<file path="src/rtl/cacheline_adaptor.sv">
// Bridges a 256-bit cacheline port to a 64-bit burst memory bus (4 beats per line).
// Define CACHELINE_ADAPTOR_EARLY_RESP_EN to drop the DONE state and respond on the final beat.
module cacheline_adaptor #(
    parameter int unsigned BURST_WIDTH = 64,
    parameter int unsigned BURST_LEN   = 4
) (
    input  logic                             clk,
    input  logic                             rst,

    input  logic [BURST_WIDTH*BURST_LEN-1:0] line_i,
    output logic [BURST_WIDTH*BURST_LEN-1:0] line_o,
    input  logic [31:0]                      address_i,
    input  logic                             read_i,
    input  logic                             write_i,
    output logic                             resp_o,

    input  logic [BURST_WIDTH-1:0]           burst_i,
    output logic [BURST_WIDTH-1:0]           burst_o,
    output logic [31:0]                      address_o,
    output logic                             read_o,
    output logic                             write_o,
    input  logic                             resp_i
);

    localparam int unsigned LineWidth  = BURST_WIDTH * BURST_LEN;
    localparam int unsigned CntWidth   = (BURST_LEN > 1) ? $clog2(BURST_LEN) : 1;
    localparam logic [31:0] AlignMask  = ~(32'(LineWidth / 8) - 32'd1);
    localparam logic [CntWidth-1:0] LastBeat = CntWidth'(BURST_LEN - 1);

`ifdef CACHELINE_ADAPTOR_EARLY_RESP_EN
    localparam bit EarlyResp = 1'b1;
`else
    localparam bit EarlyResp = 1'b0;
`endif

    typedef enum logic [1:0] {
        StIdle,
        StRd,
        StWr,
        StDone
    } state_e;

    state_e                                  state_q, state_d;
    logic [CntWidth-1:0]                     cnt_q, cnt_d;
    logic [BURST_LEN-1:0][BURST_WIDTH-1:0]   buf_q, buf_d;
    logic [LineWidth-1:0]                    line_q, line_d;
    logic [31:0]                             addr_q, addr_d;
    state_e                                  end_state;

    // Early-response builds skip DONE and return straight to IDLE after the last beat.
    assign end_state = EarlyResp ? StIdle : StDone;
    assign address_o = addr_q;

    always_comb begin
        state_d = state_q;
        cnt_d   = cnt_q;
        buf_d   = buf_q;
        line_d  = line_q;
        addr_d  = addr_q;
        read_o  = 1'b0;
        write_o = 1'b0;
        resp_o  = 1'b0;
        burst_o = '0;
        line_o  = line_q;

        unique case (state_q)
            StIdle: begin
                if (write_i) begin
                    buf_d   = line_i;
                    addr_d  = address_i & AlignMask;
                    cnt_d   = '0;
                    state_d = StWr;
                end else if (read_i) begin
                    addr_d  = address_i & AlignMask;
                    cnt_d   = '0;
                    state_d = StRd;
                end
            end
            StRd: begin
                read_o = 1'b1;
                if (resp_i) begin
                    buf_d[cnt_q] = burst_i;
                    cnt_d        = cnt_q + CntWidth'(1);
                    if (cnt_q == LastBeat) begin
                        // Whole line is committed at once so line_o never shows a partial fill.
                        line_d  = buf_d;
                        cnt_d   = '0;
                        state_d = end_state;
                        if (EarlyResp) begin
                            resp_o = 1'b1;
                            line_o = buf_d;
                        end
                    end
                end
            end
            StWr: begin
                write_o = 1'b1;
                burst_o = buf_q[cnt_q];
                if (resp_i) begin
                    cnt_d = cnt_q + CntWidth'(1);
                    if (cnt_q == LastBeat) begin
                        cnt_d   = '0;
                        state_d = end_state;
                        if (EarlyResp) begin
                            resp_o = 1'b1;
                        end
                    end
                end
            end
            StDone: begin
                resp_o  = 1'b1;
                cnt_d   = '0;
                state_d = StIdle;
            end
        endcase
    end

    always_ff @(posedge clk or posedge rst) begin
        if (rst) begin
            state_q <= StIdle;
            cnt_q   <= '0;
            buf_q   <= '0;
            line_q  <= '0;
            addr_q  <= '0;
        end else begin
            state_q <= state_d;
            cnt_q   <= cnt_d;
            buf_q   <= buf_d;
            line_q  <= line_d;
            addr_q  <= addr_d;
        end
    end

endmodule

</file>
<file path="config.mk">
export PLATFORM = sky130hd
export DESIGN_NAME = cacheline_adaptor
export DESIGN_NICKNAME = d
export VERILOG_FILES = /design/src/rtl/cacheline_adaptor.sv
export SDC_FILE = /design/constraint.sdc
export NUM_CORES = 1
export LEC_CHECK = 0
export CAP_MARGIN = 5
export CORE_AREA = 10 10 267 269
export CTS_BUF_LIST = sky130_fd_sc_hd__clkbuf_8
export CTS_CLUSTER_SIZE = 28
export DETAILED_ROUTE_END_ITERATION = 8
export DIE_AREA = 0 0 277 279
export GPL_ROUTABILITY_DRIVEN = 0
export PLACE_DENSITY_LB_ADDON = 0.08
export SYNTH_ARGS = -nofsm -noshare
export SYNTH_HDL_FRONTEND = slang
export SYNTH_SLANG_ARGS = --single-unit
</file>
<file path="constraint.sdc">
create_clock -name clk -period 45.9 [get_ports clk]
set_input_delay 4.59 -clock clk [delete_from_list [all_inputs] [get_ports clk]]
set_output_delay 4.59 -clock clk [all_outputs]
set_load 0.02 [all_outputs]
</file>
==> metrics.md, run 1 <==
| Metric | Value |
|---|---|
| Routed Antenna Nets | `0` |
| Register area share after synthesis | `48.1%` |
| Max cap viols | `0` |
| Period utilisation layout | `18.7%` |
| Core Rows | `94` |
| CTS buffer count | `99` |
| RSZ-0062 raised after global routing | `no` |
| Clk pin slew, worst setup/hold paths | `0.05 ns` |
| Initial antenna violation count | `33` |
| Comb pwr share | `53.3%` |
| Synth warn | `0` |
| CTS root buffer | `clkbuf_8` |
| Die area | `0.0773 mm2` |
| Post-synth top flop | `dfrtp_1` |
| Vias in the first global route | `25,200` |
| Reg2reg setup slack | `41.26 ns` |
| Layout net count | `3,480` |
| Post-Syn Area | `0.0282 mm2` |
| Tot GR Track Use | `28.6%` |
| Reg2Reg Launch Point | `cnt_q[1]` |
| CTS Buffer Depth | `3` |
| Clk_lat worst skew | `0.71 ns` |
| Wirelength, routed | `115,000 um` |
| H-tree depth | `3` |
| DR iter-0 viols | `2,284` |
| Layout cell share with drive strength beyond 1 | `10.7%` |
| Core area | `0.0656 mm2` |
| Hold buffer count at cts | `0` |
| Share of power burned in registers | `30.9%` |
| DR pass1 iterations | `5` |
| Internal Pwr Total | `0.00160 W` |
| Hold Path Class | `reg -> reg` |
| CP required | `41.31 ns` |
| Worst reg2reg path depth | `7` |
| Clock group share of total power | `15.8%` |
| Grt ovf | `0` |
| Setup crit start | `cnt_q[0]` |
| Worst Path Arrival | `4.00 ns` |
| # DRC | `0` |
| Cell variety after synth | `38` |
| TritonCTS clock tree | `built` |
| Switching pwr | `0.00124 W` |
| Tmin final | `8.59 ns` |
| CP startpoint kind | `register` |
| Initial Util | `43.0%` |
| Final hold slack | `0.475 ns` |
| Post-Synthesis Cells | `2,595` |
| # IOs | `712` |
| Layout Utilization | `56.7%` |
| Vias/cell | `5.98` |
| Max Slew Vio Count | `0` |
| Leakage | `14.9 nW` |
| Critical path peak fanout | `42` |
| Die Y | `279 um` |
| RR Endpoint | `buf_q[207]` |
| Critical path class | `reg -> out` |
| P&R area growth vs syn | `31.9%` |
| DR WL/cell | `28.4 um` |
| Worst slew pin tran | `1.13 ns` |
| Hold Fails Final Rpt | `0` |
| Switching Share | `43.7%` |
| Slew Limit Headroom | `22.8%` |
| Crit path capture | `burst_o[10]` |
| Setup Buffers After CTS | `0` |
| Pwr/cell area | `76.1 mW/mm2` |
| Post-DP HPWL | `75,000 um` |
| Worst vdd ir | `44.8 uV` |
| Clock sink count | `543` |
| CP Capture Type | `output pin` |
| Outcome | `finished clean` |
| Seq cells post-synth | `543` |
| Pin count of the biggest net entering global routing | `265` |
| Clock skew | `0.0261 ns` |
| Number of port buffers | `701` |
| Post-cts resize count | `0` |
| First-pass GRT wire length | `169,000 um` |
| Final setup viols | `0` |
| EDFF count, synth | `0` |
| Setup TNS | `0 ns` |
| Syn avg cell area | `10.9 um2` |
| DIE WIDTH | `277 um` |
| Max Clock Freq | `116 MHz` |
| Vias | `24,300` |
| Ys async rst share | `100%` |
==> critical path: stages, from the launching register on <==
cell             delay [ns]
dfrtp_4                0.86
buf_4                  0.99
mux4_2                 0.60
and2_1                 0.16
clkdlybuf4s50_1        0.64
==> flip-flops by register name, summed over array words and instances, names as in the netlist <==
| signal | cells |
|---|---|
| buf_q | 256 |
| line_o | 256 |
| address_o | 27 |
| cnt_q | 2 |
| state_q | 2 |
==> cells in the final DEF (no fill, tap or decap), types with 5 or more instances in the layout <==
| cell | Yosys | layout |
|---|---|---|
| ha_1 | 11 | 5 |
| ha_4 | 0 | 5 |
| a31oi_1 | 146 | 146 |
| nand2_1 | 304 | 302 |
| inv_1 | 7 | 39 |
| o22ai_1 | 63 | 63 |
| nor2b_1 | 149 | 148 |
| conb_1 | 1 | 5 |
| a221o_1 | 47 | 47 |
| mux2i_1 | 258 | 258 |
| mux2_2 | 28 | 28 |
| buf_4 | 13 | 34 |
| diode_2 | 0 | 14 |
| clkdlybuf4s50_1 | 0 | 701 |
| o21ai_0 | 258 | 258 |
| mux4_2 | 64 | 64 |
| o2bb2ai_1 | 146 | 146 |
| dfrtp_1 | 543 | 541 |
| clkinv_2 | 0 | 6 |
| o41ai_1 | 44 | 44 |
| clkbuf_8 | 0 | 119 |
| a2bb2oi_2 | 60 | 60 |
| nand3_1 | 8 | 5 |
| and2_1 | 64 | 64 |
| a2bb2oi_1 | 5 | 5 |
| nand3b_1 | 47 | 47 |
==> metal layers <==
layer	share of wire [%]	track usage (%)	routed length [um]
met2	47	45.8	54400
met4	4.6	13.8	5290
met3	8.5	8.73	9810
met5	0.26	0	301
met1	39	34.9	45300
==> per-stage QoR <==
| stage | power (W) | std cells | area [um2] | worst slack, ns |
|---|---|---|---|---|
| 5_1_grt | 0.00298 | 4046 | 37200 | 37.09 |
| 6_report | 0.00283 | 4052 | 37200 | 37.31 |
| 3_3_place_gp | 0.00236 | 3875 | 35300 | 37.43 |
| 4_1_cts | 0.00284 | 4038 | 37200 | 37.19 |
| 2_1_floorplan | 0.00178 | 2599 | 28300 | 26.13 |
| 3_5_place_dp | 0.00239 | 3875 | 35300 | 37.37 |
==> logic make-up after synthesis <==
family                     Yosys count  synth area share [%]
muxes                              351                  15.4
other                                1                0.0133
DFF                                543                  48.1
buffers and inverters              333                  5.26
and+or+nand+nor                    578                  10.3
adders and majority gates           11                 0.487
AOI/OAI and AO/OA                  778                  20.4
==> worst min path at each step <==
stage / from / to / slack, ns / depth (start not counted)
after floorplan: buf_q[124] / buf_q[124] / 0.47 / 1
after global placement: line_o[107] / line_o[107] / 0.46 / 2
after detailed placement: line_o[68] / line_o[68] / 0.47 / 2
after CTS: line_o[68] / line_o[68] / 0.48 / 2
after global routing: line_o[218] / line_o[218] / 0.49 / 2
final: line_o[68] / line_o[68] / 0.48 / 2
==> area by class of cell <==
cell class,count,area [um2]
diodes,14,35.0
clock buffers,119,1640
clock inverters,44,219
fillers,5699,28400
inverters,8,37.5
multi-input cells,1723,13300
flip-flops and latches,543,13600
well taps,864,1080
repair buffers,737,7310
==> cells in the mapped netlist (8+ instances only) <==
| master | number | share of area (%) |
|---|---|---|
| buf_2 | 84 | 1.5 |
| o22ai_1 | 63 | 1.4 |
| buf_4 | 13 | 0.35 |
| nand3_1 | 8 | 0.14 |
| nand3b_1 | 47 | 1.2 |
| o21ai_0 | 258 | 4.6 |
| mux2_2 | 28 | 1.1 |
| dfrtp_1 | 543 | 48 |
| a31oi_1 | 146 | 3.2 |
| mux4_2 | 64 | 5.1 |
| o2bb2ai_1 | 146 | 4.5 |
| ha_1 | 11 | 0.49 |
| buf_6 | 11 | 0.44 |
| nor2b_1 | 149 | 3.3 |
| mux2i_1 | 258 | 9.1 |
| a2bb2oi_2 | 60 | 3.2 |
| buf_1 | 69 | 0.92 |
| and2_1 | 64 | 1.4 |
| a221o_1 | 47 | 1.7 |
| o41ai_1 | 44 | 1.4 |
| nand2_1 | 304 | 4.0 |
| clkbuf_1 | 148 | 2.0 |
==> power by group through the flow <==
stage | logic [W] | registers [W] | clock network, W
after global placement | 0.00149 | 0.000867 | 0
after floorplan | 0.000845 | 0.000934 | 0
after detailed placement | 0.00151 | 0.000878 | 0
after CTS | 0.00152 | 0.000873 | 0.000456
after global routing | 0.00161 | 0.000901 | 0.000479
final | 0.00151 | 0.000874 | 0.000448
(Power assumes the default switching activity.)
==> run 2: changes to the inputs <==
--- a/config.mk
+++ b/config.mk
@@ -6,11 +6,11 @@
 export NUM_CORES = 1
 export LEC_CHECK = 0
 export CAP_MARGIN = 5
-export CORE_AREA = 10 10 267 269
+export CORE_AREA = 10 10 269 271
 export CTS_BUF_LIST = sky130_fd_sc_hd__clkbuf_8
 export CTS_CLUSTER_SIZE = 28
 export DETAILED_ROUTE_END_ITERATION = 8
-export DIE_AREA = 0 0 277 279
+export DIE_AREA = 0 0 279 281
 export GPL_ROUTABILITY_DRIVEN = 0
 export PLACE_DENSITY_LB_ADDON = 0.08
 export SYNTH_ARGS = -nofsm -noshare
==> constraint.sdc (replaced) <==
create_clock -name clk -period 8.9 [get_ports clk]
set_input_delay 0.89 -clock clk [delete_from_list [all_inputs] [get_ports clk]]
set_output_delay 0.89 -clock clk [all_outputs]
set_load 0.02 [all_outputs]
==> metrics.md, run 2 (synthesis gave the netlist of run 1 again) <==
| Metric | Value |
|---|---|
| Max cap viols | `0 (unchanged)` |
| Outcome | `finished clean` |
| Setup Buffers After CTS | `0 (unchanged)` |
| Wirelength, routed | `117,000 um (+1.6%)` |
| DR iter-0 viols | `1,976 (-13%)` |
| DR pass1 iterations | `6 (+1)` |
| Slew Limit Headroom | `8.90% (-14 points)` |
| Setup TNS | `0 ns (unchanged)` |
| Period utilisation layout | `55.2%` |
| Share of power burned in registers | `30.7% (-0.2 points)` |
| Worst vdd ir | `350 uV (+680%)` |
| Switching Share | `43.8% (+0.12 points)` |
| CTS buffer count | `98 (-1.0%)` |
| Max Clock Freq | `204 MHz` |
| Clk pin slew, worst setup/hold paths | `0.06 ns (about the same)` |
| Layout cell share with drive strength beyond 1 | `11.1% (+0.38 points)` |
| Clock group share of total power | `16.2% (+0.4 points)` |
| Most frequent cells in the layout | `clkdlybuf4s50_1 (701), dfrtp_1 (541), nand2_1 (302), mux2i_1 (258), o21ai_0 (258)` |
| Initial antenna violation count | `37 (+12%)` |
| Core area | `0.0668 mm2 (+1.8%)` |
| Met3 WL post-DR | `9140 um (-6.9%)` |
| Met2 WL | `56,700 um (+4.3%)` |
| Grt ovf | `0 (unchanged)` |
| Reg2reg setup slack | `4.64 ns (-36.62 ns)` |
| CP startpoint kind | `register` |
| Critical path class | `reg -> out` |
| H-tree depth | `3 (unchanged)` |
| Layout net count | `3,481 (+0.029%)` |
| Routed Antenna Nets | `0 (unchanged)` |
| Initial Util | `42.3% (-0.76 points)` |
| Hold Fails Final Rpt | `0 (unchanged)` |
| Clock sink count | `543 (unchanged)` |
| CTS root buffer | `clkbuf_8` |
| DR top layer | `met5` |
| CP required | `8.01 ns (-33.30 ns)` |
| Worst reg2reg path depth | `6 (-1)` |
| # IOs | `712 (unchanged)` |
| Critical path peak fanout | `39 (-7.1%)` |
| Die area | `0.0784 mm2 (+1.4%)` |
| Die Y | `281 um (+0.72%)` |
| Number of port buffers | `701 (unchanged)` |
| RSZ-0062 raised after global routing | `no` |
| # DRC | `0 (unchanged)` |
| Leakage | `15.0 nW (+0.60%)` |
| Hold Path Class | `reg -> reg` |
| Post-DP HPWL | `76,000 um (+1.4%)` |
| First-pass GRT wire length | `172,000 um (+1.7%)` |
| Vias/cell | `5.98 (about the same)` |
| Met1 WL | `46,200 um (+1.9%)` |
| Vias | `24,400 (+0.58%)` |
| Pwr/cell area | `394 mW/mm2 (+420%)` |
| DIE WIDTH | `279 um (+0.72%)` |
| P&R area growth vs syn | `32.4%` |
| Worst Path Arrival | `4.02 ns (+0.02 ns)` |
| Worst slew pin tran | `1.37 ns (+0.233 ns)` |
| Core Rows | `95 (+1.1%)` |
| CTS Buffer Depth | `3 (unchanged)` |
| Clk_lat worst skew | `0.70 ns (about the same)` |
| Final setup viols | `0 (unchanged)` |
| Design Power | `0.0147 W (+420%)` |
| CP Capture Type | `output pin` |
| Tmin final | `4.91 ns` |
| Max Slew Vio Count | `0 (unchanged)` |
| Leading cell type in the layout, fill and taps excluded | `clkdlybuf4s50_1` |
| Hold buffer count at cts | `0 (unchanged)` |
| Worst Hold Depth | `2 (unchanged)` |
| Clock skew | `0.0304 ns (+0.00427 ns)` |
| Post-cts resize count | `0 (unchanged)` |
| Switching pwr | `0.00645 W (+420%)` |
| Comb pwr share | `53.1% (-0.2 points)` |
| Pin count of the biggest net entering global routing | `265 (unchanged)` |
| Tot GR Track Use | `29.0% (+0.40 points)` |
| Vias in the first global route | `25,300 (+0.23%)` |
| Internal Pwr Total | `0.00828 W (+420%)` |
| TritonCTS clock tree | `built` |
| DR WL/cell | `28.7 um (+0.94%)` |
-- run 2: changes by cell type in the layout (fill, tap and decap cells not counted), moves of 2 or more --
cell,previous run,this run
inv_1,39,43
clkinv_2,6,12
clkbuf_8,119,126
inv_8,2,0
-- run 2: layer usage --
layer,vias up,track usage [%]
met5,-,0
met4,50,12.4
met3,260,8.42
met2,1015,47.5
met1,12500,35.3
li1,10600,-
-- run 2: area by class of cell --
| class | instances | area (um2) |
|---|---|---|
| multi-input cells | 1723 | 13300 |
| diodes | 13 | 32.5 |
| repair buffers | 739 | 7340 |
| well taps | 873 | 1090 |
| clock buffers | 126 | 1730 |
| fillers | 5803 | 29400 |
| flip-flops and latches | 543 | 13600 |
| clock inverters | 53 | 239 |
| inverters | 8 | 33.8 |
-- run 2: path summary, 6_finish.rpt --
| path | startpoint | endpoint |
|---|---|---|
| max reg2reg | cnt_q[0] | state_q[1] |
| min | line_o[101] | line_o[101] |
| min reg2reg | line_o[101] | line_o[101] |
| min in group asynchronous | rst | line_o[113] |
| max | cnt_q[0] | burst_o[10] |
| max in group asynchronous | rst | line_o[71] |
-- run 2: power by group through the flow --
stage	registers (W)	clock network (W)	logic (W)
after global placement	0.00450	0	0.00772
after global routing	0.00466	0.00253	0.00831
after floorplan	0.00482	0	0.00436
after CTS	0.00452	0.00242	0.00785
after detailed placement	0.00454	0	0.00783
final	0.00452	0.00238	0.00782
-- run 2: stage by stage --
| stage | util, % | hold WS, ns | area (um2) | std cells | setup WS (ns) |
|---|---|---|---|---|---|
| floorplan | - | 0.472 | 28300 | 2599 | 0.624 |
| global placement | 53.0 | 0.460 | 35400 | 3886 | 4.60 |
| detailed placement | 53.0 | 0.469 | 35400 | 3886 | 4.59 |
| CTS | 55.9 | 0.482 | 37300 | 4065 | 3.84 |
| global route | 55.9 | 0.500 | 37400 | 4075 | 3.80 |
| finish | 56.0 | 0.476 | 37400 | 4078 | 3.99 |
-- run 2: critical path, stage by stage (launching register included) --
cell	delay (ns)
dfrtp_4	0.91
buf_4	0.94
mux4_2	0.66
and2_1	0.20
clkdlybuf4s50_1	0.54
==> run 3: changes to the inputs <==
--- a/config.mk
+++ b/config.mk
@@ -6,11 +6,12 @@
 export NUM_CORES = 1
 export LEC_CHECK = 0
 export CAP_MARGIN = 5
-export CORE_AREA = 10 10 269 271
+export CORE_ASPECT_RATIO = 0.7
+export CORE_MARGIN = 10
+export CORE_UTILIZATION = 46
 export CTS_BUF_LIST = sky130_fd_sc_hd__clkbuf_8
 export CTS_CLUSTER_SIZE = 28
 export DETAILED_ROUTE_END_ITERATION = 8
-export DIE_AREA = 0 0 279 281
 export GPL_ROUTABILITY_DRIVEN = 0
 export PLACE_DENSITY_LB_ADDON = 0.08
 export SYNTH_ARGS = -nofsm -noshare
==> constraint.sdc (replaced) <==
create_clock -name clk -period 4.3 [get_ports clk]
set_input_delay 0.43 -clock clk [delete_from_list [all_inputs] [get_ports clk]]
set_output_delay 0.43 -clock clk [all_outputs]
set_load 0.02 [all_outputs]
==> metrics.md, run 3 (synthesis gave the netlist of run 1 again) <==
| Metric | Value |
|---|---|
| CTS root buffer | `clkbuf_8` |
| Setup Buffers After CTS | `0 (unchanged)` |
| Period utilisation layout | `86.3%` |
| Post-DP HPWL | `75,500 um (-0.78%)` |
| Die area | `0.0719 mm2 (-8.3%)` |
| DR WL/cell | `28.4 um (-0.84%)` |
| Hold buffer count at cts | `0 (unchanged)` |
| Outcome | `finished clean` |
| Max Clock Freq | `270 MHz` |
| Hold Path Class | `in -> async` |
| Max cap viols | `0 (unchanged)` |
| Initial antenna violation count | `29 (-22%)` |
| Hold Fails Final Rpt | `0 (unchanged)` |
| Worst vdd ir | `816 uV (+130%)` |
| Slew Limit Headroom | `18.5% (+9.6 points)` |
| TritonCTS clock tree | `built` |
| Pwr/cell area | `807 mW/mm2 (+100%)` |
| Worst Path Arrival | `3.28 ns (-0.74 ns)` |
| H-tree depth | `3 (unchanged)` |
| Layout net count | `3,479 (-0.057%)` |
| CP required | `3.87 ns (-4.14 ns)` |
| Layout cell share with drive strength beyond 1 | `10.5% (-0.59 points)` |
| Most frequent cells in the layout | `clkdlybuf4s50_1 (701), dfrtp_1 (541), nand2_1 (302), mux2i_1 (258), o21ai_0 (258)` |
| Slowest stage delay, CP | `0.74 ns (-0.20 ns)` |
| Core Rows | `75 (-21%)` |
| Worst reg2reg path depth | `5 (-1)` |
| DR iter-0 viols | `2,386 (+21%)` |
| Tmin final | `3.71 ns` |
| Critical path class | `reg -> out` |
| P&R area growth vs syn | `31.9%` |
| Post-cts resize count | `0 (unchanged)` |
| Fill count | `4,957 (-15%)` |
| Worst-path cell chain | `inv_1 > ha_2 > buf_4 > and2_1 > clkdlybuf4s50_1` |
| CTS Buffer Depth | `3 (unchanged)` |
| DR pass1 iterations | `5 (-1)` |
| Pin count of the biggest net entering global routing | `213 (-20%)` |
| CP bufs+invs | `3 (+1)` |
| DIE WIDTH | `316 um (+13%)` |
| Final setup viols | `0 (unchanged)` |
| Worst slew pin tran | `1.22 ns (-0.144 ns)` |
| Die Y | `227 um (-19%)` |
| Leakage | `14.9 nW (-0.49%)` |
| CP Capture Type | `output pin` |
| First-pass GRT wire length | `167,000 um (-2.9%)` |
| Tot GR Track Use | `30.6% (+1.6 points)` |
| Leading cell type in the layout, fill and taps excluded | `clkdlybuf4s50_1` |
| Final hold slack | `0.206 ns (-0.271 ns)` |
| Crit path depth | `5 (+1)` |
| # DRC | `0 (unchanged)` |
| Critical path peak fanout | `31 (-21%)` |
| Vias in the first global route | `24,800 (-1.8%)` |
| Max Slew Vio Count | `0 (unchanged)` |
| Vias/cell | `6.02 (+0.68%)` |
| Vias | `24,100 (-1.1%)` |
| Clock sink count | `543 (unchanged)` |
| Initial Util | `46.8% (+4.5 points)` |
| Clk pin slew, worst setup/hold paths | `0.07 ns (about the same)` |
| Design Power | `0.0301 W (+100%)` |
| CP startpoint kind | `register` |
| Routed Antenna Nets | `0 (unchanged)` |
| # IOs | `712 (unchanged)` |
| Core area | `0.0603 mm2 (-9.7%)` |
| Cell family with most CP delay | `buffers and inverters` |
| RSZ-0062 raised after global routing | `no` |
| CTS buffer count | `88 (-10%)` |
| Clk_lat worst skew | `0.68 ns (-0.02 ns)` |
| CP max stage cell | `ha_2` |
| Wirelength, routed | `114,000 um (-2.6%)` |
| Number of port buffers | `701 (unchanged)` |
| Grt ovf | `0 (unchanged)` |
| Clock skew | `0.0304 ns (-0.0000373 ns)` |
==> run 3: changes by cell type in the layout (fill, tap and decap cells not counted), sizes merged <==
cell	previous run	this run
diode	13	25
clkinv	13	2
buf	38	46
clkbuf	126	107
bufinv	0	1
==> run 3: final cells by class <==
type	count	area [um2]	area share [%]
Antenna cell	25	62.6	0.168
Clock buffer	107	1470	3.95
Clock inverter	43	203	0.544
Inverter	8	33.8	0.0907
Multi-Input combinational cell	1723	13300	35.7
Sequential cell	543	13600	36.5
Tap cell	808	1010	2.71
Timing Repair Buffer	747	7560	20.3
==> run 3: stage by stage <==
step	instances	setup TNS (ns)	utilization, %	worst slack (ns)	instance area [um2]
floorplan	2599	-1909.15	-	-3.52	28300
global placement	3829	0	58.9	1.13	35500
detailed placement	3829	0	58.9	1.01	35500
CTS	3979	0	61.6	0.552	37200
global route	4000	0	61.7	0.506	37200
finish	4004	0	61.7	0.591	37300
==> run 3: final timing paths <==
check,startpoint,end,slack [ns]
max,state_q[0],burst_o[13],0.59
min,rst,line_o[70],0.21
max reg2reg,cnt_q[0],buf_q[228],0.99
min reg2reg,line_o[172],line_o[172],0.47
max in group asynchronous,rst,line_o[153],2.91
min in group clk,address_i[16],address_o[16],0.36
==> run 3: per-layer routing <==
layer / share of wire, % / global-route usage, %
met3: 8.2 / 8.04
met5: 0.051 / 0
met1: 42 / 40.6
met4: 3.5 / 12.8
met2: 47 / 47.3
==> run 3: report_power, final <==
part           internal (W)  switching, W
logic               0.00719       0.00904
clock network       0.00229       0.00216
registers           0.00741       0.00197
